==> config.mk <==
export PLATFORM = sky130hd
export DESIGN_NAME = div32x32_seq
export DESIGN_NICKNAME = d
export VERILOG_FILES = /design/src/rtl/div32x32_pkg.sv /design/src/rtl/div32x32_seq_arith.sv /design/src/rtl/div32x32_seq.sv
export SDC_FILE = /design/constraint.sdc
export NUM_CORES = 1
export LEC_CHECK = 0
export CAP_MARGIN = 10
export CORE_MARGIN = 2
export CORE_UTILIZATION = 50
export CTS_BUF_LIST = sky130_fd_sc_hd__clkbuf_4
export CTS_CLUSTER_SIZE = 25
export DETAILED_ROUTE_END_ITERATION = 10
export MAX_ROUTING_LAYER = met4
export PLACE_DENSITY_LB_ADDON = 0.2
export REMOVE_ABC_BUFFERS = 1
export SLEW_MARGIN = 20
export SYNTH_ARGS = -nofsm -noshare
export SYNTH_HDL_FRONTEND = slang
export SYNTH_SLANG_ARGS = --single-unit
==> constraint.sdc <==
create_clock -name i_clk -period 4.2 [get_ports i_clk]
set_clock_uncertainty 0.2 [all_clocks]
set_input_delay 0.42 -clock i_clk [delete_from_list [all_inputs] [get_ports i_clk]]
set_output_delay 0.42 -clock i_clk [all_outputs]
set_load 0.1 [all_outputs]
==> src/rtl/div32x32_pkg.sv <==
// Shared definitions for the sequential 32/32 unsigned divider.
package div32x32_pkg;

    localparam int DIV_W = 32;
    localparam int CNT_W = 5;

    // Iteration counter load values: full 32-bit pass and 16-bit short pass.
    localparam logic [CNT_W-1:0] CNT_FULL  = 5'd31;
    localparam logic [CNT_W-1:0] CNT_SHORT = 5'd15;

    typedef enum logic {
        IDLE = 1'b0,
        CALC = 1'b1
    } state_t;

endpackage

==> src/rtl/div32x32_seq_arith.sv <==
// Datapath of the restoring divider: operand registers, quotient/remainder
// shift registers, the 33-bit trial subtractor and the hi-half-zero detect.
// Optional short path for small dividends: define DIV32_EARLY_EXIT_EN.
module div32x32_seq_arith
    import div32x32_pkg::*;
(
    input  logic             i_clk,
    input  logic             i_reset,
    input  logic             i_load,
    input  logic             i_step,
    input  logic [DIV_W-1:0] i_a,
    input  logic [DIV_W-1:0] i_b,
    output logic             o_short,
    output logic [DIV_W-1:0] o_quotient,
    output logic [DIV_W-1:0] o_remainder
);

    logic [DIV_W-1:0] r_dividend;
    logic [DIV_W-1:0] r_divisor;
    logic [DIV_W-1:0] r_quotient;
    logic [DIV_W-1:0] r_remainder;
    logic [DIV_W:0]   w_trial;
    logic             w_short;

    // Bit 32 of the trial difference is the borrow: set means the divisor did not fit.
    assign w_trial = {r_remainder, r_dividend[DIV_W-1]} - {1'b0, r_divisor};

`ifdef DIV32_EARLY_EXIT_EN
    // Small dividend with a real divisor can skip the all-zero upper half.
    assign w_short = (i_a[DIV_W-1:DIV_W/2] == '0) && (i_b != '0);
`else
    assign w_short = 1'b0;
`endif

    assign o_short     = w_short;
    assign o_quotient  = r_quotient;
    assign o_remainder = r_remainder;

    // Load operands on an accepted start, then shift/subtract one bit per step.
    always_ff @(posedge i_clk or posedge i_reset) begin
        if (i_reset) begin
            r_dividend  <= '0;
            r_divisor   <= '0;
            r_quotient  <= '0;
            r_remainder <= '0;
        end else if (i_load) begin
            r_dividend  <= w_short ? {i_a[DIV_W/2-1:0], {(DIV_W/2){1'b0}}} : i_a;
            r_divisor   <= i_b;
            r_quotient  <= '0;
            r_remainder <= '0;
        end else if (i_step) begin
            if (!w_trial[DIV_W]) begin
                r_remainder <= w_trial[DIV_W-1:0];
            end else begin
                r_remainder <= {r_remainder[DIV_W-2:0], r_dividend[DIV_W-1]};
            end
            r_quotient <= {r_quotient[DIV_W-2:0], ~w_trial[DIV_W]};
            r_dividend <= {r_dividend[DIV_W-2:0], 1'b0};
        end
    end

endmodule

==> src/rtl/div32x32_seq.sv <==
// Sequential unsigned 32/32 restoring divider, one quotient bit per clock,
// with a start/busy handshake. Define DIV32_EARLY_EXIT_EN to process only the
// low 16 dividend bits when the upper half is zero (16-cycle latency).
module div32x32_seq
    import div32x32_pkg::*;
(
    input  logic             i_clk,
    input  logic             i_reset,
    input  logic             i_start,
    input  logic [DIV_W-1:0] i_a,
    input  logic [DIV_W-1:0] i_b,
    output logic             o_busy,
    output logic [DIV_W-1:0] o_quotient,
    output logic [DIV_W-1:0] o_remainder,
    output logic             o_div_by_zero
);

    state_t           r_state;
    logic [CNT_W-1:0] r_count;
    logic             r_divByZero;
    logic             w_load;
    logic             w_step;
    logic             w_short;

    assign w_load        = (r_state == IDLE) && i_start;
    assign w_step        = (r_state == CALC);
    assign o_busy        = (r_state == CALC);
    assign o_div_by_zero = r_divByZero;

    // Control FSM: accept a start in IDLE, count down iterations in CALC.
    always_ff @(posedge i_clk or posedge i_reset) begin
        if (i_reset) begin
            r_state     <= IDLE;
            r_count     <= '0;
            r_divByZero <= 1'b0;
        end else begin
            case (r_state)
                IDLE: begin
                    if (i_start) begin
                        r_count     <= w_short ? CNT_SHORT : CNT_FULL;
                        r_divByZero <= (i_b == '0);
                        r_state     <= CALC;
                    end
                end
                CALC: begin
                    if (r_count == '0) begin
                        r_state <= IDLE;
                    end else begin
                        r_count <= r_count - 1'b1;
                    end
                end
                default: r_state <= IDLE;
            endcase
        end
    end

    div32x32_seq_arith uArith (
        .i_clk       (i_clk),
        .i_reset     (i_reset),
        .i_load      (w_load),
        .i_step      (w_step),
        .i_a         (i_a),
        .i_b         (i_b),
        .o_short     (w_short),
        .o_quotient  (o_quotient),
        .o_remainder (o_remainder)
    );

endmodule

After elaboration in Yosys (flattened, before gate mapping). Index checks and enable logic that the tools add are counted.

Add/sub/neg operators: 2. Multiply operators: 0. Divide/modulo/power cells: 0. Order comparisons: 0. Equal/unequal tests: 2. Shift operators: 0. Muxes and demuxes: 13. Bitwise logic cells: 2. Reductions and logical operators: 6.

Operators with widths (number): 2-to-1 mux 32 bit (7); subtractor 33 x 32 -> 33 bit (1); logical NOT 32 bit (1); 2-to-1 mux 5 bit (2); one-hot mux 5 bit (2 select lines) (1); logical NOT 5 bit (1); subtractor 5 x 1 -> 5 bit (second input constant) (1); != test 2 bit (second input constant) (2); AND reduction 2 bit (2); 2-to-1 mux 1 bit (2); NOT 1 bit (2); one-hot mux 1 bit (2 select lines) (1); nonzero test 2 bit (1); logical AND 1 bit (1).

Register bits: 135. Latch bits: 0. Bits in writable memories: 0. ROM bits: 0. Output and inout bits: 66. Memories kept: 0.

Depth between registers and ports, before layout. Gate-level depths: netlist of the first run.

Word-level depth: 4. Mapped depth: 14. Gate-level depth less buffers: 12.

Cells and area by module. A second synthesis of the first run with hierarchy kept.

Cell total of the unflattened synthesis: 852. Area total of the unflattened synthesis: 7836.3 um2.

Modules (own cells, without submodules): div32x32_seq_arith (instances 1, cells an instance 807, area an instance 7430.9 um2); div32x32_seq (instances 1, cells an instance 45, area an instance 405.4 um2).

Worst setup path before layout of the first run. OpenSTA, ideal clock, no wires.

Path type: reg-to-reg. Start: reg uArith.r_remainder[0] (netlist: uArith.o_remainder[0]). End: reg uArith.r_remainder[23] (netlist: uArith.o_remainder[23]). Library setup time: 0.120 ns. Arrival: 3.026 ns. Required time: 3.880 ns. Slack: 0.854 ns. Stages on the path, launching flop included: 11. Path buffers: 2. Period minus slack after synthesis: 3.346 ns. Cells stage by stage: dfrtp_1 > fa_1 > a211oi_1 > o21a_1 > a211o_1 > a211oi_2 > o31ai_1 > o211ai_2 > buf_6 > buf_6 > a31o_1.

Longest elaborated chain between the ends: 4.

Ends and longest elaborated chain: from (decl) (line div32x32_seq_arith.sv:21) `logic [DIV_W-1:0] r_remainder;`; from (signal assigned) (line div32x32_seq_arith.sv:53) `r_remainder <= w_trial[DIV_W-1:0];`; from (signal assigned) (line div32x32_seq_arith.sv:55) `r_remainder <= {r_remainder[DIV_W-2:0], r_dividend[DIV_W-1]};`; subtractor 33 x 32 -> 33 bit (line div32x32_seq_arith.sv:26) `assign w_trial = {r_remainder, r_dividend[DIV_W-1]} - {1'b0, r_divisor};`; 2-to-1 mux 32 bit (line div32x32_seq_arith.sv:52) `if (!w_trial[DIV_W]) begin`; 2-to-1 mux 32 bit (line div32x32_seq_arith.sv:51) `end else if (i_step) begin`; 2-to-1 mux 32 bit (line div32x32_seq_arith.sv:46) `end else if (i_load) begin`.

Every way passes these cells. The select of a mux whose other input is x is not followed. A chain may end at the register's enable or synchronous reset.

Worst setup path after layout of the first run.
Start: reg uArith.r_dividend[31]. End: reg uArith.r_remainder[7] (netlist: uArith.o_remainder[7]).

Longest elaborated chain between the ends: 4.

Ends and longest elaborated chain: from (decl) (line div32x32_seq_arith.sv:18) `logic [DIV_W-1:0] r_dividend;`; from (signal assigned) (line div32x32_seq_arith.sv:47) `r_dividend <= w_short ? {i_a[DIV_W/2-1:0], {(DIV_W/2){1'b0}}} : i_a;`; from (signal assigned) (line div32x32_seq_arith.sv:58) `r_dividend <= {r_dividend[DIV_W-2:0], 1'b0};`; subtractor 33 x 32 -> 33 bit (line div32x32_seq_arith.sv:26); 2-to-1 mux 32 bit (line div32x32_seq_arith.sv:52); 2-to-1 mux 32 bit (line div32x32_seq_arith.sv:51); 2-to-1 mux 32 bit (line div32x32_seq_arith.sv:46).

Every way passes these cells. The select of a mux whose other input is x is not followed.

==> flow_metrics.env, run 1 <==
export IMPL_crit_arrival_ns=3.84
export IMPL_synth_area_mm2=0.00780
export IMPL_rr_worst_depth=13
export IMPL_cp_required_ns=4.45
export IMPL_die_h_um=129
export IMPL_synth_warnings=0
export IMPL_syn_to_final_growth_pct=22.0
export IMPL_io_pins=133
export IMPL_synth_flop_cell="dfrtp_1"
export IMPL_cts_made_buffers=17
export IMPL_cts_resized=0
export IMPL_fill_cells=1354
export IMPL_instances_no_fill=1202
export IMPL_wl_per_cell_um=15.8
export IMPL_cp_cell_sequence="inv_1, ha_1, inv_1, fa_1, a211oi_1, o21a_1, a211o_1, a211oi_2, or2_1, o211ai_2, buf_4, nand3_1, o311ai_0"
export IMPL_final_cell_mix="nand2_1, dfrtp_1, clkdlybuf4s50_1"
export IMPL_fin_crit_ns=3.59
export IMPL_timing_rr_start="uArith.r_dividend[31]"
export IMPL_rows=45
export IMPL_hold_class="in -> async"
export IMPL_firstDrtPassIters=5
export IMPL_start_util_pct=51.3
export IMPL_drive_gt1_share_pct=4.94
export IMPL_reg2reg_to="uArith.o_remainder[7]"
export IMPL_dp_cells=1168
export IMPL_multi_input_area_mm2=0.00395
export IMPL_crit_fanout=14
export IMPL_clk_pin_slew_ns=0.13
export IMPL_fin_nets=1102
export IMPL_clk_latency_ns=0.57
export IMPL_die_area_mm2=0.0166
export IMPL_cap_violations=0
export IMPL_core_mm2=0.0152
export IMPL_hold_worst_slack_ns=0.0933
export IMPL_route_vias_total=6629
export IMPL_grt_max_degree=153
export IMPL_via_per_inst=5.51
export IMPL_synth_distinct_cells=60
export IMPL_async_flop_share_pct=100
export IMPL_cts_tree="done"
export IMPL_worst_path_most_repeated_cell="inv_1"
export IMPL_cts_root_buf="clkbuf_4"
export IMPL_outcome="finished, final reports clean"
export IMPL_cts_setup_buffers=0
export IMPL_grt_pass1_vias=6065
export IMPL_synth_edf_count=0
export IMPL_endpoint_kind="flop"
export IMPL_port_buffers=132
export IMPL_fin_crit_sh_pct=85.5
export IMPL_crit_slowest_cell="o211ai_2"
export IMPL_regArea_mm2=0.00338
export IMPL_routed_wl_mm=19.0
export IMPL_clockBufferDepth=2
export IMPL_critPathMaxStageDelay_ns=0.52
export IMPL_fmax_mhz=278
export IMPL_drc_errors=0
export IMPL_max_slew_worst_pin_slew_ns=1.02
export IMPL_cts_sinks=135
export IMPL_setup_viol=0
export IMPL_antenna_found_initial=1
export IMPL_grtUsageTotal_pct=23.8
export IMPL_synth_cells=893
export IMPL_htree_levels=4
export IMPL_rsz0062_at_grt="no"
export IMPL_crit_type="reg -> reg"
export IMPL_synth_seq_cells=135
export IMPL_postRouteAntennaNets=0
export IMPL_dpl_hpwl_mm=13.2
export IMPL_drtIter0Drc=440
export IMPL_final_common_cell="nand2_1"
export IMPL_yosysSeqAreaShare_pct=43.3
export IMPL_die_w_um=129
export IMPL_reg2reg_slack_ns=0.61
export IMPL_hold_viol=0
export IMPL_grt_pass1_wl_mm=30.2
export IMPL_avgSynthCellArea_um2=8.73
export IMPL_place_congestion=0.870
export IMPL_cp_start_kind="flop"
export IMPL_overflow=0
export IMPL_slew_headroom_pct=31.8
export IMPL_final_max_slew_violation_count=0
==> Yosys cell counts (2+ instances only) <==
master      n  area, um^2
a211o_1     3        26.3
a211oi_1    2        15.0
a21o_1     10        75.1
a21oi_1    39         195
a31o_2      2        17.5
a31oi_1     6        37.5
a32oi_1     6        52.6
and2_1      3        18.8
and3_1      3        18.8
and4_1      2        17.5
buf_1       2        7.51
buf_2       2        10.0
buf_4       2        15.0
buf_6       3        33.8
clkbuf_1   45         169
dfrtp_1   135        3380
ha_1       34         425
inv_1      66         248
mux2i_1    35         350
nand2_1   137         514
nand2b_1   36         225
nand3_1    55         275
nand4_1     9        56.3
nor2_1     21        78.8
nor2b_1     2        12.5
nor3_1      8        40.0
nor3b_1     3        22.5
nor4_1     11        68.8
o211ai_1    6        45.0
o21a_1      8        60.1
o21ai_0   117         586
o21bai_1    2        15.0
o311ai_0   18         158
o311ai_1    6        52.6
o31ai_1     3        22.5
or3_1       3        18.8
xnor2_1    15         131
xor2_1     11        96.3
==> cells by family after synthesis <==
family / after synthesis / synth area share, %
buf+inv: 120 / 6.19
fa+ha+maj: 35 / 5.71
flops: 135 / 43.3
mux: 35 / 4.49
compound gates: 244 / 19.3
simple gates: 298 / 18.1
xor+xnor: 26 / 2.92
==> worst max path at each step <==
stage	end	cells after the start	from
2_1_floorplan	uArith.r_divisor[10]	2	o_busy
3_3_place_gp	uArith.o_remainder[1]	13	uArith.r_dividend[31]
3_5_place_dp	uArith.o_remainder[6]	13	uArith.r_dividend[31]
4_1_cts	uArith.o_remainder[14]	13	uArith.r_dividend[31]
5_1_grt	uArith.o_remainder[5]	13	uArith.r_dividend[31]
6_report	uArith.o_remainder[7]	13	uArith.r_dividend[31]
==> layout make-up <==
type | count | share of cell area, %
Multi-Input combinational cell | 638 | 41.5
Sequential cell | 135 | 35.6
Timing Repair Buffer | 142 | 15.1
Inverter | 66 | 2.66
Tap cell | 188 | 2.47
Clock buffer | 18 | 1.42
Clock inverter | 14 | 1.32
Antenna cell | 1 | 0.0263
==> routing by layer <==
metal	global-route usage [%]	share of wire, %	vias to the layer above
met5	-	0	-
met1	32.5	48	3108
met3	3.53	3.6	23
met2	36.5	47	141
li1	-	-	3357
met4	7.93	1.6	0
==> sequential cells by signal (all words and copies together) (netlist names) <==
signal	cells
uArith.r_dividend	32
uArith.r_divisor	32
o_busy	1
uArith.o_quotient	32
uArith.o_remainder	32
o_div_by_zero	1
r_count	5
==> per-stage QoR <==
step	setup WS (ns)	instance area (um^2)	TNS [ns]	util, %
finish	0.608	9510	0	62.6
global route	0.328	9510	0	62.6
CTS	0.597	9510	0	62.6
detailed placement	0.665	9240	0	60.8
global placement	0.788	9240	0	60.8
floorplan	-2.54	7560	-129.68	-
==> worst max-delay path: cells and delay by family (launching register included) <==
family                   cells  cell delay (ns)
AND/OR/NAND/NOR              2             0.34
adder cells (fa/ha/maj)      2             0.55
buffers and inverters        3             0.42
flip-flops                   1             0.41
AO/OA/AOI/OAI                6             1.56
==> what timing repair did <==
item,4_1_cts,5_1_grt
endpoints found under the setup margin,0,0
hold buffers,1,0
endpoints found under the hold margin,6,0
Power of run 1 is not shown: default switching activity piles up to over one toggle a cycle in this logic, so the estimate is an artifact.
==> run 2: changes to the inputs <==
--- a/config.mk
+++ b/config.mk
@@ -7,7 +7,7 @@
 export LEC_CHECK = 0
 export CAP_MARGIN = 10
 export CORE_MARGIN = 2
-export CORE_UTILIZATION = 50
+export CORE_UTILIZATION = 55
 export CTS_BUF_LIST = sky130_fd_sc_hd__clkbuf_4
 export CTS_CLUSTER_SIZE = 25
 export DETAILED_ROUTE_END_ITERATION = 10
==> constraint.sdc (replaced) <==
create_clock -name i_clk -period 4.05 [get_ports i_clk]
set_clock_uncertainty 0.2 [all_clocks]
set_input_delay 0.405 -clock i_clk [delete_from_list [all_inputs] [get_ports i_clk]]
set_output_delay 0.405 -clock i_clk [all_outputs]
set_load 0.1 [all_outputs]
==> run 2 against run 1 <==
Compared with the run above: first-iteration DRC count rose by 42%; clock-buffer cell count rose by 1; die area fell by 8.8%; non-clock buffer count rose by 2; sequential share of layout area rose by 0.056 points; utilization rose by 5.8 points; fmax rose by 4.3%; global-route usage rose by 2.3 points; worst hold slack improved by 0.0058 ns; register-to-register slack barely moved; via count rose by 2.4%; critical path depth did not move; highest routed layer unchanged.
==> flow_metrics.env, run 2 (synthesis gave the netlist of run 1 again) <==
export IMPL_outcome="finished, final reports clean"
export IMPL_die_w_um=123
export IMPL_crit_arrival_ns=3.70
export IMPL_slew_headroom_pct=32.1
export IMPL_fill_cells=1169
export IMPL_max_slew_worst_pin_slew_ns=1.02
export IMPL_grt_max_degree=96
export IMPL_io_pins=133
export IMPL_antenna_found_initial=0
export IMPL_regArea_mm2=0.00338
export IMPL_cts_made_buffers=17
export IMPL_firstDrtPassIters=8
export IMPL_hold_class="in -> reg"
export IMPL_crit_fanout=29
export IMPL_n_antenna_cell=0
export IMPL_route_vias_total=6791
export IMPL_fin_nets=1104
export IMPL_multi_input_area_mm2=0.00395
export IMPL_cap_violations=0
export IMPL_rows=43
export IMPL_clk_latency_ns=0.54
export IMPL_wl_per_cell_um=15.7
export IMPL_routed_wl_mm=18.8
export IMPL_port_buffers=132
export IMPL_dpl_hpwl_mm=13.4
export IMPL_drive_gt1_share_pct=5.22
export IMPL_setup_viol=0
export IMPL_hold_buffers=0
export IMPL_start_util_pct=56.2
export IMPL_reg2reg_slack_ns=0.61
export IMPL_cts_tree="done"
export IMPL_grt_pass1_vias=6162
export IMPL_postRouteAntennaNets=0
export IMPL_cts_setup_buffers=0
export IMPL_final_cell_mix="nand2_1, dfrtp_1, clkdlybuf4s50_1"
export IMPL_drc_errors=0
export IMPL_fin_util_pct=68.4
export IMPL_clk_pin_slew_ns=0.12
export IMPL_rsz0062_at_grt="no"
export IMPL_hold_viol=0
export IMPL_cts_sinks=135
export IMPL_fin_crit_ns=3.44
export IMPL_place_congestion=0.915
export IMPL_grtUsageTotal_pct=26.1
export IMPL_via_per_inst=5.68
export IMPL_endpoint_kind="flop"
export IMPL_core_mm2=0.0139
export IMPL_clockBufferDepth=2
export IMPL_drtIter0Drc=626
export IMPL_crit_type="reg -> reg"
export IMPL_grt_pass1_wl_mm=30.3
export IMPL_min_path_cells=2
export IMPL_final_max_slew_violation_count=0
export IMPL_rr_worst_depth=13
export IMPL_final_common_cell="nand2_1"
export IMPL_syn_to_final_growth_pct=21.8
export IMPL_overflow=0
export IMPL_cts_resized=0
export IMPL_fmax_mhz=290
export IMPL_die_area_mm2=0.0151
export IMPL_htree_levels=4
export IMPL_die_h_um=123
export IMPL_cp_required_ns=4.31
export IMPL_cts_root_buf="clkbuf_4"
export IMPL_cp_start_kind="flop"
export IMPL_fin_crit_sh_pct=85.0
run 2: cell types whose count changed in the layout (fill, tap and decap cells not counted), sizes merged:
cell and change:
dlygate4sd3 -1, clkinv +2, diode -1, bufinv +1, buf +3, inv -1
clkbuf +1, clkinvlp -3
run 2: critical path, cell delays in order, from the launching register on:
cell and delay [ns]:
dfrtp_1 0.41, inv_1 0.07, ha_1 0.18, inv_1 0.06, fa_1 0.41, a211oi_1 0.33
o21a_1 0.26, a211o_1 0.17, a211oi_2 0.08, or2_1 0.24, o211ai_2 0.14, buf_4 0.35
nand2_1 0.23, o21ai_0 0.24
run 2: path summary, 6_finish.rpt:
check / startpoint / end
worst max-delay path: uArith.r_dividend[31] / uArith.o_remainder[17]
worst min-delay path: i_start / uArith.o_quotient[3]
worst max register to register: uArith.r_dividend[31] / uArith.o_remainder[17]
worst min register to register: uArith.r_dividend[19] / uArith.r_dividend[20]
max in group asynchronous: i_reset / uArith.r_divisor[4]
min in group asynchronous: i_reset / uArith.r_dividend[20]
run 2: stage by stage:
stage                     TNS, ns  hold WS (ns)  worst slack, ns  instances  area, um^2
after floorplan           -168.29         0.249            -2.69        839        7560
after global placement          0         0.259            0.777       1162        9210
after detailed placement        0         0.264            0.688       1162        9210
after CTS                       0        0.0502            0.653       1194        9480
after global routing            0        0.0663            0.318       1195        9500
final                           0        0.0991            0.607       1195        9500
run 2: final cells by class:
class / instances / share of cell area (%)
Clock buffer: 19 / 1.50
Clock inverter: 13 / 1.37
Inverter: 66 / 2.63
Multi-Input combinational cell: 638 / 41.5
Sequential cell: 135 / 35.6
Tap cell: 180 / 2.37
Timing Repair Buffer: 144 / 15.0
run 2: metal layers:
metal  track usage [%]  share of wire, %  up-vias
met3              4.70               6.9       19
met2              39.0                47      207
met1              36.9                45     3211
met5                 -                 0        -
li1                  -                 -     3354
met4              7.17              0.95        0
Power of run 2 is left out for the same reason.
==> run 3: changes to the inputs <==
--- a/config.mk
+++ b/config.mk
@@ -11,9 +11,11 @@
 export CTS_BUF_LIST = sky130_fd_sc_hd__clkbuf_4
 export CTS_CLUSTER_SIZE = 25
 export DETAILED_ROUTE_END_ITERATION = 10
+export GPL_ROUTABILITY_DRIVEN = 0
 export MAX_ROUTING_LAYER = met4
 export PLACE_DENSITY_LB_ADDON = 0.2
 export REMOVE_ABC_BUFFERS = 1
+export SKIP_CTS_REPAIR_TIMING = 1
 export SLEW_MARGIN = 20
 export SYNTH_ARGS = -nofsm -noshare
 export SYNTH_HDL_FRONTEND = slang
==> results of run 3 <==
The final DEF is identical to that of run 2; final timing and power are the same.
Power of run 3 is left out for the same reason.
